--- config.mk ---
export PLATFORM = sky130hd
export DESIGN_NAME = muldiv_unit
export DESIGN_NICKNAME = d
export VERILOG_FILES = /design/src/rtl/muldiv_pkg.sv /design/src/rtl/muldiv_step.sv /design/src/rtl/muldiv_unit.sv
export SDC_FILE = /design/constraint.sdc
export NUM_CORES = 1
export LEC_CHECK = 0
export CAP_MARGIN = 25
export CORE_AREA = 2 2 178 180
export DETAILED_ROUTE_END_ITERATION = 6
export DIE_AREA = 0 0 180 182
export HOLD_SLACK_MARGIN = 0.12
export PLACE_DENSITY = 0.68
export SLEW_MARGIN = 20
export SYNTH_ARGS = -nofsm -noshare
export SYNTH_HDL_FRONTEND = slang
export SYNTH_SLANG_ARGS = --single-unit
--- constraint.sdc ---
create_clock -name clk -period 5.4 [get_ports clk]
set_clock_uncertainty 0.15 [all_clocks]
set_input_delay 0.54 -clock clk [delete_from_list [all_inputs] [get_ports clk]]
set_output_delay 0.54 -clock clk [all_outputs]
set_load 0.02 [all_outputs]
--- src/rtl/muldiv_pkg.sv ---
// Shared definitions for the RV32M multiply/divide unit: operand width,
// funct3 operation codes and FSM state encoding.
package muldiv_pkg;

    localparam int XLEN = 32;

    localparam logic [2:0] MD_MUL    = 3'd0;
    localparam logic [2:0] MD_MULH   = 3'd1;
    localparam logic [2:0] MD_MULHSU = 3'd2;
    localparam logic [2:0] MD_MULHU  = 3'd3;
    localparam logic [2:0] MD_DIV    = 3'd4;
    localparam logic [2:0] MD_DIVU   = 3'd5;
    localparam logic [2:0] MD_REM    = 3'd6;
    localparam logic [2:0] MD_REMU   = 3'd7;

    typedef enum logic [1:0] {
        MD_IDLE = 2'd0,
        MD_CALC = 2'd1,
        MD_DONE = 2'd2
    } mdState_t;

endpackage

--- src/rtl/muldiv_step.sv ---
// One combinational iteration: radix-2 shift-add multiply step or one
// restoring-division step on the shared {high, low} accumulator.
module muldiv_step
    import muldiv_pkg::*;
(
    input  logic [2*XLEN-1:0] acc,
    input  logic [XLEN-1:0]   operand,
    input  logic              isDiv,
    output logic [2*XLEN-1:0] accNext
);

    logic [XLEN:0]   shifted;
    logic [XLEN:0]   sum;
    logic [XLEN-1:0] diffLo;
    logic            qBit;

    // Divide: high half is the partial remainder, low half shifts the dividend
    // out at the top while quotient bits enter at the bottom.
    always_comb begin
        shifted = acc[2*XLEN-1:XLEN-1];
        qBit    = (shifted >= {1'b0, operand});
        diffLo  = shifted[XLEN-1:0] - operand;
        sum     = {1'b0, acc[2*XLEN-1:XLEN]} + {1'b0, (acc[0] ? operand : {XLEN{1'b0}})};
        if (isDiv) begin
            accNext = {(qBit ? diffLo : shifted[XLEN-1:0]), acc[XLEN-2:0], qBit};
        end else begin
            accNext = {sum, acc[XLEN-1:1]};
        end
    end

endmodule

--- src/rtl/muldiv_unit.sv ---
// Iterative RV32M multiply/divide unit: 32 iterations on magnitudes, then a
// sign fix and field select; divide-by-zero and overflow finish in one cycle.
module muldiv_unit #(
    parameter int XLEN = muldiv_pkg::XLEN
) (
    input  logic            clk,
    input  logic            rst_n,
    input  logic            start,
    input  logic [2:0]      funct3,
    input  logic [XLEN-1:0] operandA,
    input  logic [XLEN-1:0] operandB,
    output logic            busy,
    output logic            done,
    output logic            stall,
    output logic [XLEN-1:0] result
);

    import muldiv_pkg::*;

    localparam logic [XLEN-1:0] ALL_ONES = {XLEN{1'b1}};
    localparam logic [XLEN-1:0] MIN_INT  = {1'b1, {(XLEN-1){1'b0}}};

    mdState_t          state, stateNext;
    logic [4:0]        cnt;
    logic [2:0]        funct3Reg;
    logic              resSign;
    logic [XLEN-1:0]   opReg;
    logic [2*XLEN-1:0] acc, accNext;

    logic            isDiv, signA, signB, divZero, divOvf;
    logic [XLEN-1:0] magA, magB;
    logic [2*XLEN-1:0] prodFix;
    logic [XLEN-1:0] remFix, calcResult;

    // NOTE: every always_comb output gets a default first so no path leaves it unassigned (no latch).
    always_comb begin
        isDiv   = funct3[2];
        signA   = operandA[XLEN-1] &&
                  (funct3 == MD_MULH || funct3 == MD_MULHSU || funct3 == MD_DIV || funct3 == MD_REM);
        signB   = operandB[XLEN-1] && (funct3 == MD_MULH || funct3 == MD_DIV || funct3 == MD_REM);
        magA    = signA ? -operandA : operandA;
        magB    = signB ? -operandB : operandB;
        divZero = isDiv && (operandB == '0);
        divOvf  = (funct3 == MD_DIV || funct3 == MD_REM) && (operandA == MIN_INT) && (operandB == ALL_ONES);
    end

    muldiv_step uStep (
        .acc     (acc),
        .operand (opReg),
        .isDiv   (funct3Reg[2]),
        .accNext (accNext)
    );

    always_comb begin
        prodFix = resSign ? -accNext : accNext;
        remFix  = resSign ? -accNext[2*XLEN-1:XLEN] : accNext[2*XLEN-1:XLEN];
        case (funct3Reg)
            MD_MUL:                      calcResult = prodFix[XLEN-1:0];
            MD_MULH, MD_MULHSU, MD_MULHU: calcResult = prodFix[2*XLEN-1:XLEN];
            MD_DIV, MD_DIVU:             calcResult = prodFix[XLEN-1:0];
            default:                     calcResult = remFix;
        endcase
    end

    always_ff @(posedge clk or negedge rst_n) begin
        if (!rst_n) state <= MD_IDLE;
        else        state <= stateNext;
    end

    always_comb begin
        stateNext = state;
        case (state)
            MD_IDLE: if (start) stateNext = (divZero || divOvf) ? MD_DONE : MD_CALC;
            MD_CALC: if (cnt == 5'd31) stateNext = MD_DONE;
            default: stateNext = MD_IDLE;
        endcase
    end

    // NOTE: sequential state uses non-blocking assignments so all registers update from pre-edge values.
    always_ff @(posedge clk or negedge rst_n) begin
        if (!rst_n) begin
            cnt       <= '0;
            funct3Reg <= '0;
            resSign   <= 1'b0;
            opReg     <= '0;
            acc       <= '0;
            result    <= '0;
        end else begin
            case (state)
                MD_IDLE: if (start) begin
                    cnt       <= '0;
                    funct3Reg <= funct3;
                    resSign   <= (funct3 == MD_REM || funct3 == MD_REMU) ? signA : (signA ^ signB);
                    opReg     <= isDiv ? magB : magA;
                    acc       <= {{XLEN{1'b0}}, (isDiv ? magA : magB)};
                    if (divZero)     result <= funct3[1] ? operandA : ALL_ONES;
                    else if (divOvf) result <= funct3[1] ? '0 : MIN_INT;
                end
                MD_CALC: begin
                    acc <= accNext;
                    cnt <= cnt + 5'd1;
                    if (cnt == 5'd31) result <= calcResult;
                end
                default: ;
            endcase
        end
    end

    assign busy  = (state == MD_CALC);
    assign done  = (state == MD_DONE);
    assign stall = start && !done;

endmodule

Yosys cells after proc, flatten, opt, wreduce, memory -nomap -nowiden
Index checks and enable logic that the tools add are counted.
Storage, ports and cells
  register bits after elaboration: 139
  input bits: 70
  logic and storage cells: 85
Cells by class
  add/sub/neg operators: 7
  $lt $le $gt $ge: 1
  equality and inequality tests: 18
  multiplexer cells: 26
  bitwise gates (word level): 1
  reductions and logical operators: 25
Operators with widths (count)
  32-bit two-way mux: 13
  64-bit two-way mux: 3
  32-bit one-hot mux with 2 select lines: 2
  64-bit one-hot mux with 2 select lines: 1
  32-bit negation: 3
  32-bit equality test, second input constant: 2
  64-bit negation: 1
  32-bit by 32-bit adder with 33-bit output: 1
  33-bit by 32-bit greater-or-equal comparator with 1-bit output: 1
  32-bit zero test: 1
  32-bit subtractor: 1
  3-bit equality test, second input constant: 5
  5-bit one-hot mux with 2 select lines: 1
  3-bit by 2-bit equality test with 1-bit output, second input constant: 3
  1-bit logical OR: 8
  3-bit by 1-bit equality test with 1-bit output, second input constant: 2
  1-bit logical AND: 6
  2-bit two-way mux: 3
  2-bit AND reduction: 3
  3-bit OR reduction: 2
  5-bit by 1-bit adder with 5-bit output, second input constant: 1
  5-bit equality test, second input constant: 1
  5-bit two-way mux: 1
  2-bit one-hot mux with 2 select lines: 1
  other kinds (12): 12

Longest topological paths before layout
  word-level depth: 9
  gate-level depth with buffers: 23
  depth with buffers taken out: 20

Cells and area by module
From an unflattened synthesis, not the netlist that was laid out.
Unflattened totals
  cells, all modules: 1988
  area, all modules: 15357.2 um^2
By module, submodules not included
  muldiv_unit: times used 1, cells an instance 1287, area each 10385.0 um^2, seq. area each 3478.3 um^2
  muldiv_step: times used 1, cells an instance 701, area each 4972.3 um^2, seq. area each 0.0 um^2

Worst setup path after synthesis
OpenSTA, ideal clock, no wires.
  kind: register -> register
  start point: register funct3Reg[2]
  end point: register result[22]
  library setup time: 125 ps
  data arrival time: 4595 ps
  data required time: 5125 ps
  path slack: 531 ps
  stages on the path, launching flop included: 17
  period minus slack after synthesis: 4869 ps
  path through: dfrtp_1 > buf_2 > clkbuf_1 > clkbuf_1 > clkbuf_1 > buf_2 > buf_2 > buf_1 > buf_1 > a31o_2 > ha_1 > nand3_1 > or4_1 > o41a_1 > or3_1 > a211oi_1 > o21ai_1
On the way
  cells in the longest elaborated chain, start to end: 6
  elaborated cells on any way between the ends: 16
RTL lines
  start: declaration: RTL line muldiv_unit.sv:25  | logic [2:0] funct3Reg;
  start signal: assignment: RTL line muldiv_unit.sv:92  | funct3Reg <= funct3;
  64-bit two-way mux: RTL line muldiv_step.sv:24  | if (isDiv) begin
  64-bit negation or 32-bit negation (tied branches): RTL line muldiv_unit.sv:55, muldiv_unit.sv:56
  64-bit two-way mux or 32-bit two-way mux (tied branches): RTL line muldiv_unit.sv:55, muldiv_unit.sv:56
  32-bit one-hot mux with 2 select lines *: RTL line muldiv_unit.sv:57  | case (funct3Reg)
  32-bit two-way mux *: RTL line muldiv_unit.sv:102  | if (cnt == 5'd31) result <= calcResult;
  32-bit one-hot mux with 2 select lines *: RTL line muldiv_unit.sv:89  | case (state)
  end signal: assignment: RTL line muldiv_unit.sv:96  | if (divZero) result <= funct3[1] ? operandA : ALL_ONES;
  end signal: assignment: RTL line muldiv_unit.sv:97  | else if (divOvf) result <= funct3[1] ? '0 : MIN_INT;
  end signal: assignment: RTL line muldiv_unit.sv:102
  end: declaration: RTL line muldiv_unit.sv:15  | output logic [XLEN-1:0] result
Mark *: on every way between the ends. The rest lies on a longest branch, timed or not. The select of a mux whose other input is x is not followed.
A chain may end at the register's enable or synchronous reset.

Worst setup path in the final report
  start point: register acc[49]
  end point: register result[19]
On the way
  cells in the longest elaborated chain, start to end: 8
  elaborated cells on any way between the ends: 12
RTL lines
  start: declaration: RTL line muldiv_unit.sv:28  | logic [2*XLEN-1:0] acc, accNext;
  start signal: assignment: RTL line muldiv_unit.sv:95  | acc <= {{XLEN{1'b0}}, (isDiv ? magA : magB)};
  start signal: assignment: RTL line muldiv_unit.sv:100  | acc <= accNext;
  32-bit subtractor or 33-bit by 32-bit greater-or-equal comparator with 1-bit output (tied branches): RTL line muldiv_step.sv:22, muldiv_step.sv:21
  32-bit two-way mux: RTL line muldiv_step.sv:25  | accNext = {(qBit ? diffLo : shifted[XLEN-1:0]), acc[XLEN-2:0], qBit};
  64-bit two-way mux *: RTL line muldiv_step.sv:24
  64-bit negation or 32-bit negation (tied branches): RTL line muldiv_unit.sv:55, muldiv_unit.sv:56
  64-bit two-way mux or 32-bit two-way mux (tied branches): RTL line muldiv_unit.sv:55, muldiv_unit.sv:56
  32-bit one-hot mux with 2 select lines *: RTL line muldiv_unit.sv:57
  32-bit two-way mux *: RTL line muldiv_unit.sv:102
  32-bit one-hot mux with 2 select lines *: RTL line muldiv_unit.sv:89
Marked as above.

==> flow_metrics.py <==
metrics = {
    "die": {
        "die_area_um2": 32800,
        "initial_core_util_pct": 49.4,
        "core_area_um2": 31000,
        "ios": 105,
        "chipHeight_um": 182,
        "fp.dieW_um": 180,
        "rows": 65,
    },
    "place": {
        "portBuffers": 104,
        "gp_congestion": 0.995,
        "placed_cells": 2541,
        "place_worst_setup_slack_ns": 0.0861,
        "dp_hpwl_mm": 46.2,
        "placedInstanceArea_um2": 17000,
    },
    "synthesis": {
        "syn-cell-area_um2": 15300,
        "synth.distinct_cells": 99,
        "synth_top_cells_by_count": "290 x nand2_1, 232 x o21ai_0, 183 x a21oi_1",
        "ys_top_cells_by_area": "dfrtp_1 23%, o21ai_0 7.6%, nand2_1 7.1%",
        "synth_flop_cell": "dfrtp_1",
        "syn-instance-count": 2072,
        "synth_most_common_cell": "nand2_1",
        "ys_async_sr_fraction_pct": 100,
        "synth_edf_count": 0,
        "seq_area_frac_synth_pct": 22.7,
        "ys_seq_elements": 139,
        "avgSynthCellArea_um2": 7.38,
        "yosysTopAreaCellShare_pct": 22.7,
        "synth_warnings": 0,
        "syn_nets": 2215,
        "synth_top_area_cell": "dfrtp_1",
    },
    "flow_run": {
        "drv_cap": 0,
    },
    "setup_path": {
        "cp_slowest_cell": "nor4_1",
        "crit_fanout": 17,
        "reg2reg_depth": 14,
        "path_class": "reg -> reg",
        "crit_buf_inv": 1,
        "crit_chain": "ha_1 > nand4_1 > nor4_1 > a311oi_1 > nand3_1 > nor2_4 > a311oi_2 > buf_4 > o211ai_1 > or3_1 > o41ai_1 > xor2_1 > a211oi_1 > o21ai_0",
        "crit_required_ns": 5.55,
        "crit_family": "simple AND/OR/NAND/NOR gates",
        "cp_data_arrival_time_ns": 5.44,
        "end_kind": "flip-flop",
        "cp_slowest_stage_delay_ns": 0.61,
        "worstSetupStartpointType": "flip-flop",
        "cp_num_cells": 14,
    },
    "timing": {
        "finalHoldViolations": 0,
        "rsz0062_at_grt": "no",
        "fmax_ghz": 0.189,
        "finalCritPeriodShare_pct": 97.9,
        "tightestPinTransition_ns": 0.952,
        "setup_viol": 0,
        "layout_setup_ws_ns": 0.113,
        "hold-worst-slack_ns": 0.315,
        "tns_ns": 0,
        "finalMaxSlewViolations": 0,
        "period_minus_slack_ns": 5.29,
        "slew_headroom_pct": 36.5,
    },
    "outcome": {
        "status": "finished, final reports clean",
    },
    "grt": {
        "grt-ovfl-total": 0,
        "antenna_found_initial": 0,
        "grt_max_degree": 126,
        "grt_pass1_wl_mm": 90.9,
        "grt_pass1_vias": 15600,
        "grt_usage_pct": 35.8,
    },
    "detailed_routing": {
        "wl_per_cell_um": 23.1,
        "drtAntennaViolNets": 0,
        "viasPerCell": 6.40,
        "drt_wl_total_mm": 59.5,
        "initialDrtViolationCount": 1685,
        "vias": 16500,
        "first_pass_iters": 6,
        "drc": 0,
    },
    "clocking": {
        "clk_path_buf_depth": 2,
        "clk_latency_ns": 0.44,
        "post_cts_buffers": 0,
        "htree_levels": 4,
        "cts_buffers": 17,
        "cts.sinks": 139,
        "clk_pin_slew_ns": 0.07,
        "cts_tree": "yes",
        "cts_root_buf": "clkbuf_16",
    },
    "pwr": {
        "netSwitchingFraction_pct": 54.8,
        "seqPwrFrac_pct": 14.6,
        "power_switching_mw": 7.08,
        "pwr-share-clk_pct": 10.3,
        "peakVddDrop_uv": 335,
        "p_comb_share_pct": 75.2,
        "total_leakage_power_nw": 7.27,
        "powerDensity_nw_per_um2": 729,
        "p_int_mw": 5.85,
    },
    "cells_and_area": {
        "areaGrowthSynthToFinish_pct": 15.8,
        "drive_gt1_share_pct": 8.37,
        "diodes": 0,
        "layoutNonFillerInstCount": 2576,
        "final_area_um2": 17700,
        "nets": 2304,
    },
    "min_path": {
        "worstHoldPathCells": 2,
        "worstHoldPathType": "reg -> reg",
    },
}
-- cells by family (layout without fill, tap and decap cells) --
logic type               count (synthesis)  in the layout  synth area share (%)
multiplexers                            50             50                  3.32
AND/OR/NAND/NOR                        717            717                  22.4
AO/OA/AOI/OAI                          743            743                  31.4
adder cells (fa/ha/maj)                 73             73                  6.07
XOR/XNOR                               151            151                  8.64
buffers and inverters                  199            301                  5.39
flip-flops                             139            139                  22.7
-- tightest hold or removal path: cells and delay by family (launching register included) --
family / cells / cell delay (ns)
flops: 1 / 0.34
simple gates: 2 / 0.10
-- routing by layer --
layer,wire (um),share of wire (%),track usage (%)
met5,0,0,0
met4,2370,4.0,13.9
met3,4410,7.4,4.75
met2,26600,45,57.4
met1,26100,44,48.9
-- worst paths after layout --
check                      startpoint         end  slack (ns)
max                           acc[49]  result[19]        0.11
min                         result[0]   result[0]        0.31
max reg2reg                   acc[49]  result[19]        0.11
min reg2reg                 result[0]   result[0]        0.31
max in group asynchronous       rst_n   result[6]        3.27
min in group asynchronous       rst_n      cnt[2]        0.62
-- sequential cells by signal (all words and copies together), names as in the netlist --
| name | count |
|---|---|
| resSign | 1 |
| state | 2 |
| result | 32 |
| cnt | 5 |
| funct3Reg | 3 |
| opReg | 32 |
| acc | 64 |
-- power groups by stage --
stage / clock network [mW] / registers, mW / logic [mW]
after global routing: 1.38 / 1.93 / 10.5
after CTS: 1.33 / 1.86 / 9.43
final: 1.33 / 1.88 / 9.72
after detailed placement: 0 / 1.88 / 9.37
after floorplan: 0 / 1.68 / 6.57
after global placement: 0 / 1.86 / 9.31
-- repair_timing --
| action | 4_1_cts | 5_1_grt |
|---|---|---|
| gates resized for setup | 0 | 7 |
| setup endpoints to repair | 0 | 15 |
| hold buffers | 1 | 0 |
| hold endpoints to repair | 46 | 0 |
-- area by class of cell --
class | instances | area, um^2
flip-flops and latches | 139 | 3480
multi-input cells | 1734 | 11000
clock buffers | 22 | 494
well taps | 402 | 503
fillers | 2923 | 13300
inverters | 75 | 282
repair buffers | 194 | 1750
clock inverters | 10 | 161
-- per-stage QoR --
stage          total power [mW]  utilization (%)
2_1_floorplan              8.25                -
3_3_place_gp               11.2             54.8
3_5_place_dp               11.2             54.8
4_1_cts                    12.6             57.0
5_1_grt                    13.8             57.2
6_report                   12.9             57.2
-- placed cells by master (no fill, tap or decap), types with 43 or more instances in the layout --
master,synthesis,layout
xnor2_1,98,98
nand2_1,290,289
ha_1,71,71
inv_1,75,75
xor2_1,53,53
o21ai_0,232,232
o221ai_1,43,43
nand3_1,46,46
dfrtp_1,139,137
clkdlybuf4s50_1,0,102
buf_4,2,88
a21oi_1,183,180
nor2_1,132,132
mux2i_1,44,44
nor3_1,44,44
(Power assumes the default switching activity.)
